==> src/rtl/reg_wb_ctrl_pkg.sv <==
// Shared CPU constants and types for the register writeback path.
// Also carries the zero-register test used by both the queue and the forward match.
package reg_wb_ctrl_pkg;
   localparam int REG_W  = 5;
   localparam int DATA_W = 32;
   localparam logic [REG_W-1:0] ZERO_REG = 5'd0;

   typedef struct packed {
      logic [REG_W-1:0]  idx;
      logic [DATA_W-1:0] data;
   } wb_entry_t;

   // Writes to the zero register are architecturally dead.
   function automatic logic idx_live(input logic [REG_W-1:0] idx);
      return idx != ZERO_REG;
   endfunction
endpackage

==> src/rtl/wb_fwd_match.sv <==
// Hazard compare-and-select for one read port over the queued writebacks.
// Entries arrive ordered oldest first, so the last match scanned is the youngest.
module wb_fwd_match
   import reg_wb_ctrl_pkg::*;
#(
   parameter int DEPTH = 4
) (
   input  logic [REG_W-1:0]        rd_idx_i,
   input  wb_entry_t [DEPTH-1:0]   ent_i,
   input  logic [DEPTH-1:0]        ent_vld_i,
   output logic                    hit_o,
   output logic [DATA_W-1:0]       fwd_o
);

   // Scan oldest to youngest; later matches override earlier ones.
   always_comb begin
      hit_o = 1'b0;
      fwd_o = {DATA_W{1'b0}};
      for (int k = 0; k < DEPTH; k++) begin
         hit_o = hit_o | (ent_vld_i[k] & idx_live(rd_idx_i) & (ent_i[k].idx == rd_idx_i));
         fwd_o = (ent_vld_i[k] && idx_live(rd_idx_i) && (ent_i[k].idx == rd_idx_i))
                 ? ent_i[k].data : fwd_o;
      end
   end

endmodule

==> src/rtl/reg_wb_ctrl.sv <==
// Writeback queue merging ALU and load results into one register-file write per cycle.
// Also snoops two read ports and forwards the youngest pending value.
module reg_wb_ctrl
   import reg_wb_ctrl_pkg::*;
#(
   parameter int DEPTH = 4
) (
   input  logic              clk,
   input  logic              rst,
   input  logic              alu_valid,
   input  logic [REG_W-1:0]  alu_wr,
   input  logic [DATA_W-1:0] alu_data,
   output logic              alu_ready,
   input  logic              mem_valid,
   input  logic [REG_W-1:0]  mem_wr,
   input  logic [DATA_W-1:0] mem_data,
   output logic              mem_ready,
   output logic              RegWrite,
   output logic [REG_W-1:0]  WR,
   output logic [DATA_W-1:0] data,
   input  logic [REG_W-1:0]  Read_A,
   input  logic [REG_W-1:0]  Read_B,
   output logic              hit_A,
   output logic              hit_B,
   output logic [DATA_W-1:0] fwd_A,
   output logic [DATA_W-1:0] fwd_B
);

   localparam int PW = $clog2(DEPTH);
   localparam int CW = PW + 1;
   localparam logic [CW-1:0] DEPTH_C    = CW'(DEPTH);
   localparam logic [CW-1:0] DEPTH_M2_C = CW'(DEPTH - 2);

   wb_entry_t          ent_q [DEPTH];
   logic [PW-1:0]      head_q, head_d;
   logic [PW-1:0]      tail_q, tail_d;
   logic [CW-1:0]      count_q, count_d;
   logic               mem_push_s, alu_push_s, pop_s;
   logic [PW-1:0]      alu_slot_s;
   wb_entry_t [DEPTH-1:0] ord_s;
   logic [DEPTH-1:0]   ord_vld_s;
   wb_entry_t          head_ent_s;

   // ALU needs room for two so a same-cycle load can never be starved of a slot.
   assign mem_ready = (count_q < DEPTH_C);
   assign alu_ready = (count_q <= DEPTH_M2_C);

   // Next-state for pointers and occupancy; the load is enqueued ahead of the ALU.
   always_comb begin
      mem_push_s = mem_valid & mem_ready & idx_live(mem_wr);
      alu_push_s = alu_valid & alu_ready & idx_live(alu_wr);
      pop_s      = (count_q != {CW{1'b0}});
      alu_slot_s = mem_push_s ? (tail_q + PW'(1)) : tail_q;
      tail_d     = tail_q + PW'(mem_push_s) + PW'(alu_push_s);
      head_d     = head_q + PW'(pop_s);
      count_d    = count_q + CW'(mem_push_s) + CW'(alu_push_s) - CW'(pop_s);
   end

   // Control state register.
   always_ff @(posedge clk) begin
      if (rst) begin
         head_q  <= {PW{1'b0}};
         tail_q  <= {PW{1'b0}};
         count_q <= {CW{1'b0}};
      end else begin
         head_q  <= head_d;
         tail_q  <= tail_d;
         count_q <= count_d;
      end
   end

   // Entry storage; contents are only ever observed through count-qualified views.
   always_ff @(posedge clk) begin
      if (!rst && mem_push_s) begin
         ent_q[tail_q] <= '{idx: mem_wr, data: mem_data};
      end
      if (!rst && alu_push_s) begin
         ent_q[alu_slot_s] <= '{idx: alu_wr, data: alu_data};
      end
   end

   // Oldest-first view of the queue with per-slot valid flags.
   always_comb begin
      head_ent_s = ent_q[head_q];
      for (int k = 0; k < DEPTH; k++) begin
         ord_s[k]     = ent_q[head_q + PW'(k)];
         ord_vld_s[k] = (CW'(k) < count_q);
      end
   end

   assign RegWrite = pop_s;
   assign WR       = pop_s ? head_ent_s.idx  : ZERO_REG;
   assign data     = pop_s ? head_ent_s.data : {DATA_W{1'b0}};

   wb_fwd_match #(.DEPTH(DEPTH)) u_match_a (
      .rd_idx_i  (Read_A),
      .ent_i     (ord_s),
      .ent_vld_i (ord_vld_s),
      .hit_o     (hit_A),
      .fwd_o     (fwd_A)
   );

   wb_fwd_match #(.DEPTH(DEPTH)) u_match_b (
      .rd_idx_i  (Read_B),
      .ent_i     (ord_s),
      .ent_vld_i (ord_vld_s),
      .hit_o     (hit_B),
      .fwd_o     (fwd_B)
   );

endmodule
==> config.mk <==
export PLATFORM = sky130hd
export DESIGN_NAME = reg_wb_ctrl
export DESIGN_NICKNAME = d
export VERILOG_FILES = /design/src/rtl/reg_wb_ctrl_pkg.sv /design/src/rtl/wb_fwd_match.sv /design/src/rtl/reg_wb_ctrl.sv
export SDC_FILE = /design/constraint.sdc
export NUM_CORES = 1
export LEC_CHECK = 0
export CAP_MARGIN = 20
export CORE_ASPECT_RATIO = 1.5
export CORE_MARGIN = 2
export CORE_UTILIZATION = 55
export CTS_CLUSTER_DIAMETER = 50
export DETAILED_ROUTE_END_ITERATION = 10
export DONT_BUFFER_PORTS = 1
export GPL_TIMING_DRIVEN = 0
export PLACE_DENSITY_LB_ADDON = 0.1
export SETUP_SLACK_MARGIN = 0.02
export SYNTH_ARGS = -nofsm -noshare
export SYNTH_HDL_FRONTEND = slang
export SYNTH_SLANG_ARGS = --single-unit
==> constraint.sdc <==
create_clock -name clk -period 4.1 [get_ports clk]
set_input_delay 0.41 -clock clk [delete_from_list [all_inputs] [get_ports clk]]
set_output_delay 0.41 -clock clk [all_outputs]
set_load 0.01 [all_outputs]
# --- Word-level counts from Yosys, hierarchy flattened ---
# Memory sizes are Yosys's and may differ from the RTL's. A register that Yosys moved wholly into a read port is not among the register bits.
# Cells that the tools add are included.
op_classes:
  n_eq_ne: 8
  bitwise_logic: 26
  order_cmp: 6
  n_mux: 16
  reduce_logical: 24
  addsub: 10
op_table:
  columns: ["operator", "count"]
  rows:
  - ["$mux 32", 9]
  - ["$eq 5x5->1", 8]
  - ["$and 1x1->1", 20]
  - ["$reduce_bool 5->1", 4]
  - ["$logic_and 1x1->1", 18]
  - ["$add 2x1->2", 3]
  - ["$add 3x1->3", 2]
  - ["$lt 1x3->1 const A", 2]
  - ["$lt 2x3->1 const A", 2]
  - ["$or 1x1->1", 6]
  - ["$mux 5", 1]
  - ["$add 2x1->2 const B", 2]
  - ["$add 2x2->2 const B", 2]
  - ["$mux 1", 4]
  - ["$mux 2", 2]
  - ["$le 3x2->1 const B", 1]
  - ["$lt 3x3->1 const B", 1]
  - ["$reduce_bool 3->1", 1]
  - ["$sub 3x1->3", 1]
  - ["$logic_not 1->1", 1]
word_totals:
  mem_count: 1
  input_bits: 88
  ram_bits: 148
  out_inout_bits: 106
  regBits: 7
memory_table:
  columns: ["name", "words", "width", "rd", "rd_clocked_by_memory_dff", "write_ports", "line_no", "rtl"]
  rows:
  - ["ent_q", 4, 37, 4, 1, 2, "reg_wb_ctrl.sv:34", "wb_entry_t ent_q [DEPTH];"]

# --- Depth between registers and ports, before layout ---
# Gate-level depths: netlist of run 1.
logic_depth:
  ltp_word: 7
  depth_mapped: 13
  mapped_depth_nobuf: 10

# --- Hierarchy ---
# Synthesis of run 1 repeated with hierarchy kept, for this count alone.
unflattened:
  hier_cells: 1280
  hier_area_um2: 13943.4
modules_own_cells:
  columns: ["mod", "area_each_um2", "seq_area_each_um2", "n_inst", "cells_each"]
  rows:
  - ["reg_wb_ctrl", 10467.5, 4584.4, 1, 746]
  - ["wb_fwd_match", 1737.9, 0.0, 2, 267]

# --- Least setup slack after synthesis of run 1 ---
# Ideal clock, no wire load.
synth_path:
  path_type: "input-to-reg"
  from: "input port mem_wr[3]"
  to: "memory ent_q[3][0] (netlist bit) (enable)"
  required_ps: 3707
  setup_slack_ps: 816
  t_arrival_ps: 2891
  stages: 8
  setup_time_ps: 393
  n_path_buf: 2
  path_cell_list: "or4_1 -> o21a_1 -> inv_1 -> nand3_1 -> a211oi_1 -> buf_2 -> buf_2 -> a21o_1"
synth_lines:
  columns: ["item", "line_no", "rtl"]
  rows:
  - ["from (decl)", "reg_wb_ctrl.sv:15", "input logic [REG_W-1:0] mem_wr,"]
  - ["to (decl)", "reg_wb_ctrl.sv:34", null]

# --- Worst setup path in the final report of run 1 ---
layout_path:
  from: "register head_q[1]"
  to: "output port fwd_B[24]"
layout_via:
  elab_chain_len: 7
  word_cells_on_any_way: 13
  cone_classes: "3 x add/sub; 3 x eq/ne; 3 x mux; 3 x reduce/logical; 1 x memory"
layout_lines:
  columns: ["item", "line_no", "rtl"]
  rows:
  - ["from (decl)", "reg_wb_ctrl.sv:35", "logic [PW-1:0] head_q, head_d;"]
  - ["from (signal assigned)", "reg_wb_ctrl.sv:62", "head_q <= {PW{1'b0}};"]
  - ["$add 2x1->2", "reg_wb_ctrl.sv:86", "ord_s[k] = ent_q[head_q + PW'(k)];"]
  - ["$mem_v2 4x37 (*)", null, null]
  - ["$eq 5x5->1", "wb_fwd_match.sv:21", "fwd_o = (ent_vld_i[k] && idx_live(rd_idx_i) && (ent_i[k].idx == rd_idx_i))"]
  - ["$logic_and 1x1->1", "wb_fwd_match.sv:21", null]
  - ["$mux 32 (2 in a row)", "wb_fwd_match.sv:22", "? ent_i[k].data : fwd_o;"]
  - ["$mux 32 (*)", "wb_fwd_match.sv:22", null]
  - ["to (decl)", "reg_wb_ctrl.sv:26", "output logic [DATA_W-1:0] fwd_B"]
# Mark *: on every way between the ends. The rest lies on a longest branch, timed or not.

==> flow_summary.ini, run 1 <==
[grt]
track_usage = 0.414
grt_max_degree = 25
antenna_found_initial = 0
grt_overflow = 0
grt_pass1_wl_um = 83700
grt_pass1_vias = 13401

[route]
drt_pre_antenna_iters = 6
drt-total-wl_um = 57800
drtIter0Drc = 1529
drc = 0
via_per_inst = 7.37
routed-via-count = 13499
wl_per_cell_um = 31.5
ant_nets = 0

[yosys]
synth.yosys.seq_area_share = 0.316
synthArstFlopShare = 0
synth.largest_area_cell = edfxtp_1
syn_area_um2 = 14500
synth_ff_type = edfxtp_1
synth_warnings = 0
syn_inst = 1453
synth-edff-count = 148
ys_ff_latch = 155
synth_cell_types = 69
synthTopCellsByArea = edfxtp_1 31%, mux2_2 15%, mux2i_1 10%, nand2_1 4.0%, a21oi_1 3.1%
syn-num-nets = 1552
netlist.area_leader.share = 0.307
avgSynthCellArea_um2 = 9.98

[finish]
nFillCells = 2231
multi_input_area_um2 = 9270
final_cells = 1831
final_core_utilization = 0.616
syn_to_final_growth_pct = 9.91
layout.nets = 1584
layout-drive-gt1-share = 0.266
fin_area_um2 = 15900
diodes = 0
register_area_um2 = 4580

[clocking]
cts_htree_levels = 4
cts_hold_buf = 0
clock_sinks = 155
cts_tree = built
cts_root_buffer = clkbuf_16
cts-buffers-inserted = 17
clk_pin_slew_ns = 0.07
clk-insertion-delay-late_ns = 0.46
cts_max_path_buffers = 2

[sta]
min_period_ns = 4.08
slew_headroom = 0.198
hold_slack_ns = 0.161
worst_pin_slew_ns = 1.20
skew_ns = 0.00901
rsz0062_at_grt = true
setup_viol = 0
min_period_over_period = 0.995
finalMaxSlewViolations = 0
fmax_ghz = 0.245
final_hold_viol_count = 0

[floorplanning]
ios = 194
start_util = 0.561
die_area_um2 = 27700
coreArea_um2 = 25900
die_h_um = 203
die_width_um = 137
rows = 72

[critical_path]
startpoint_type = flip-flop
arrival_ns = 3.67
endpoint_kind = output port
crit_type = flip-flop to output port
critical_path.max_fanout = 10
crit_required_ns = 3.69

[power]
power_density_nw_per_um2 = 669
power_leakage_nw = 5.79
irDropWorstVdd_mv = 0.559

[min_path]
min_path_type = input port to flip-flop

[placed_design]
place_congestion = 1.02
dp_hpwl_um = 40600
dp.cells = 1790
port_buffers = 0
place_area_um2 = 15000

[flow_run]
maxCapViolations = 0

[status]
status = finished clean
cells by family (layout without fill, tap and decap cells):
kind of cell / Yosys count / after routing / share of synthesized area
AO/OA/AOI/OAI: 368 / 368 / 0.190
multiplexers: 364 / 364 / 0.287
AND/OR/NAND/NOR: 331 / 331 / 0.111
buffers and inverters: 181 / 226 / 0.0592
flip-flops: 155 / 155 / 0.316
XOR/XNOR: 43 / 43 / 0.0260
adder cells (fa/ha/maj): 11 / 11 / 0.0110
cell type report:
type,instances,share of cell area
Clock buffer,18,0.0269
Tap cell,333,0.0261
Buffer,139,0.0475
Inverter,41,0.00966
Timing Repair Buffer,14,0.0110
Sequential cell,155,0.288
Clock inverter,14,0.00903
Multi-Input combinational cell,1117,0.582
final timing paths:
kind                       endpoint  cells past startpoint  slack, ns             startpoint
max reg2reg   ent_q[3][7]$_DFFE_PP_                     10       0.15  count_q[2]$_SDFF_PP0_
min reg2reg    tail_q[1]$_SDFF_PP0_                      2       0.63   tail_q[1]$_SDFF_PP0_
max                       fwd_B[24]                     12       0.02   head_q[1]$_SDFF_PP0_
min          ent_q[2][19]$_DFFE_PP_                      1       0.16           alu_data[19]
cells in the final DEF, fill, tap and decap left out, drive strengths merged, types with 7 or more instances in the layout:
master / instances
a32oi: 18
nor2: 57
edfxtp: 148
a211oi: 30
o31ai: 21
nor2b: 12
nand2b: 31
inv: 44
nand2: 155
a21oi: 91
a31oi: 31
o21ai: 43
and3: 29
clkbuf: 97
buf: 73
nand3: 8
ha: 8
dfxtp: 7
clkinv: 7
o211ai: 22
a2bb2oi: 28
xor2: 14
a221oi: 30
mux4: 20
nor3: 16
mux2i: 150
o311ai: 10
o221ai: 27
mux2: 194
xnor2: 29
stage by stage:
| stage | power (W) | setup slack, ns | setup TNS (ns) |
|---|---|---|---|
| after CTS | 0.0103 | 0.0225 | 0 |
| final | 0.0107 | 0.0203 | 0 |
| after detailed placement | 0.00864 | -0.117 | -2.59 |
| after global placement | 0.00851 | -0.991 | -136.94 |
| after floorplan | 0.00677 | 0.816 | 0 |
| after global routing | 0.0110 | 0.00310 | 0 |
power breakdown:
part | internal [W] | switching (W)
registers | 0.00210 | 0.000221
clock network | 0.000896 | 0.000715
logic | 0.00233 | 0.00440
Yosys cell counts, drive strengths merged, types with 4 or more instances:
cell type    n
mux4        20
mux2       194
dfxtp        7
o211ai      22
and2         4
a211oi      30
xor2        14
nand2b      31
nand3        8
a2bb2oi     28
nor3b        5
clkbuf      69
xnor2       29
mux2i      150
nand2      155
a21o         4
o221ai      27
a221oi      30
nor2        57
inv         41
o21ai       43
o31ai       21
nand4        5
a22oi        4
ha           8
buf         71
nor2b       12
o311ai      10
a31oi       31
edfxtp     148
and3        29
a32oi       18
a21oi       91
nor3        16
sequential cells by signal, indices dropped and copies added (netlist names):
name	cells
head_q	2
tail_q	2
count_q	3
ent_q	148
routing by layer:
metal / global-route usage / wire length, um / vias up
met5: 0 / 0 / -
met4: 0.302 / 4880 / 0
met3: 0.102 / 6690 / 317
met2: 0.659 / 26700 / 1056
met1: 0.478 / 19500 / 6488
li1: - / - / 5638
worst max-delay path, cell delays in order (launching register included):
cell	delay (ns)
dfxtp_1	0.32
buf_4	0.18
buf_6	0.18
buf_8	0.17
mux2i_4	0.26
mux2_2	0.39
a221oi_4	0.25
buf_4	0.19
buf_4	0.11
nand3_2	0.34
clkbuf_2	0.40
nor2_1	0.26
o311ai_4	0.15
repair_timing:
action	in CTS	in global routing
resized for setup	29	41
pin swaps	15	6
setup endpoints to repair	110	129
buffers inserted	3	7
No activity file was read; power rests on OpenSTA's default activity.
==> run 2, diff against run 1 <==
--- a/config.mk
+++ b/config.mk
@@ -13,7 +13,7 @@
 export DETAILED_ROUTE_END_ITERATION = 10
 export DONT_BUFFER_PORTS = 1
 export GPL_TIMING_DRIVEN = 0
-export PLACE_DENSITY_LB_ADDON = 0.1
+export PLACE_DENSITY_LB_ADDON = 0.05
 export SETUP_SLACK_MARGIN = 0.02
 export SYNTH_ARGS = -nofsm -noshare
 export SYNTH_HDL_FRONTEND = slang
==> run 2 against run 1 <==
Compared with the run above:
- hold slack got worse by 0.0072 ns
- routed wire length up 0.17%
- final area hardly changed
- register-to-register slack better by 0.06 ns
- largest cell class unchanged
- first-iteration DRC count about the same
- sequential cell count unchanged
- die area did not move
- sequential power about the same
==> flow_summary.ini, run 2 (synthesis results as in run 1) <==
[status]
status = finished clean

[critical_path]
startpoint = head_q[0]$_SDFF_PP0_
endpoint_kind = output port
crit_family = buffers and inverters
path_buf_inv = 5
crit_chain = buf_6, buf_12, mux4_2, xor2_2, nor3_4, buf_12, and2_1, buf_4, o211a_4, clkbuf_4, o21ai_1, o221ai_2
startpoint_type = flip-flop
max_stage_delay_ns = 0.55
crit_required_ns = 3.69
critical_path.max_fanout = 10
r2r_start = count_q[2]$_SDFF_PP0_
crit_top_cell = buf_12
crit_slowest_cell = mux4_2
arrival_ns = 3.65
crit_type = flip-flop to output port

[placed_design]
dp_hpwl_um = 40700
dpl_worst_slack_ns = -0.105
place_area_um2 = 15000
port_buffers = 0
place_congestion = 1.02

[route]
wl_per_cell_um = 31.6
drtIter0Drc = 1530
drt_pre_antenna_iters = 7
ant_nets = 0
drc = 0
drt-total-wl_um = 57900
routed-via-count = 13476
via_per_inst = 7.37

[clocking]
clock_sinks = 155
clk-insertion-delay-late_ns = 0.47
cts_hold_buf = 0
cts_htree_levels = 4
cts_tree = built
cts_max_path_buffers = 2
cts_root_buffer = clkbuf_16
clk_pin_slew_ns = 0.07
cts-buffers-inserted = 17

[finish]
nFillCells = 2267
diodes = 0
layout-drive-gt1-share = 0.265
final_cell_mix = 194 x mux2_2, 152 x nand2_1, 148 x mux2i_1, 148 x edfxtp_1, 90 x a21oi_1
syn_to_final_growth_pct = 9.96
final_core_utilization = 0.617
top_register = ent_q
fin_area_um2 = 15900
final_common_cell = mux2_2
largest_registers = ent_q (148), count_q (3)
layout.nets = 1582
largest_register_ffs = 148

[sta]
min_period_ns = 4.06
slew_headroom = 0.196
fmax_ghz = 0.246
finalMaxSlewViolations = 0
final_hold_viol_count = 0
min_period_over_period = 0.991
skew_ns = 0.00900
worst_pin_slew_ns = 1.21
rsz0062_at_grt = false
setup_viol = 0
tns_ns = 0
worst_slack_ns = 0.0388

[floorplanning]
rows = 72
die_width_um = 137
ios = 194
die_area_um2 = 27700
die_h_um = 203
coreArea_um2 = 25900
start_util = 0.561

[grt]
grt_overflow = 0
track_usage = 0.417
grt_max_degree = 26
antenna_found_initial = 0
grt_pass1_wl_um = 84300
grt_pass1_vias = 13452

[power]
power_density_nw_per_um2 = 670
irDropWorstVdd_mv = 0.462
power_w = 0.0107
power_leakage_nw = 5.77

[min_path]
hold_start = alu_data[14]
min_path_type = input port to flip-flop

[flow_run]
maxCapViolations = 0
## run 2: cell count changes in the layout (fill, tap and decap cells not counted), moves of 2 or more
cell	change
buf_6	-2
buf_8	+2
clkbuf_1	+2
clkbuf_2	+3
clkbuf_8	+3
clkinv_2	-3
inv_6	-3
nand2_2	+2
o31ai_2	-3
o31ai_4	+3
## run 2: final timing paths
path / slack, ns / cells past startpoint / endpoint
setup reg to reg: 0.21 / 12 / ent_q[0][12]$_DFFE_PP_
setup / recovery: 0.04 / 12 / fwd_A[29]
hold reg to reg: 0.63 / 2 / head_q[0]$_SDFF_PP0_
hold / removal: 0.15 / 1 / ent_q[2][14]$_DFFE_PP_
## run 2: per-stage QoR
stage                     std cells  hold slack (ns)
after global routing           1829            0.157
after CTS                      1825            0.156
after floorplan                1453            0.564
final                          1829            0.154
after detailed placement       1790            0.622
after global placement         1786            0.592
## run 2: per-layer routing
layer / up-vias / track usage / wire length [um]
li1: 5630 / - / -
met1: 6483 / 0.483 / 19700
met2: 1070 / 0.661 / 26900
met3: 293 / 0.117 / 6770
met4: 0 / 0.289 / 4530
met5: - / 0 / 0
## run 2: report_power, final
group | switching [W] | total (W) | internal (W) | leakage (nW)
combinational | 0.00442 | 0.00675 | 0.00233 | 4.09
sequential | 0.000221 | 0.00233 | 0.00210 | 1.41
clock | 0.000685 | 0.00160 | 0.000918 | 0.276
## run 2: layout make-up
class | instances | area (um^2) | area share
Clock buffer | 26 | 510 | 0.0320
Sequential cell | 155 | 4580 | 0.288
Buffer | 140 | 781 | 0.0490
Inverter | 41 | 154 | 0.00965
Tap cell | 333 | 417 | 0.0261
Timing Repair Buffer | 11 | 145 | 0.00910
Clock inverter | 6 | 63.8 | 0.00400
Multi-Input combinational cell | 1117 | 9290 | 0.583
## run 2: what timing repair did
item                       4_1_cts  5_1_grt
setup endpoints to repair       90      125
buffers inserted                 3        4
resized for setup               30       48
gates cloned                     0        0
pin swaps                       10        9
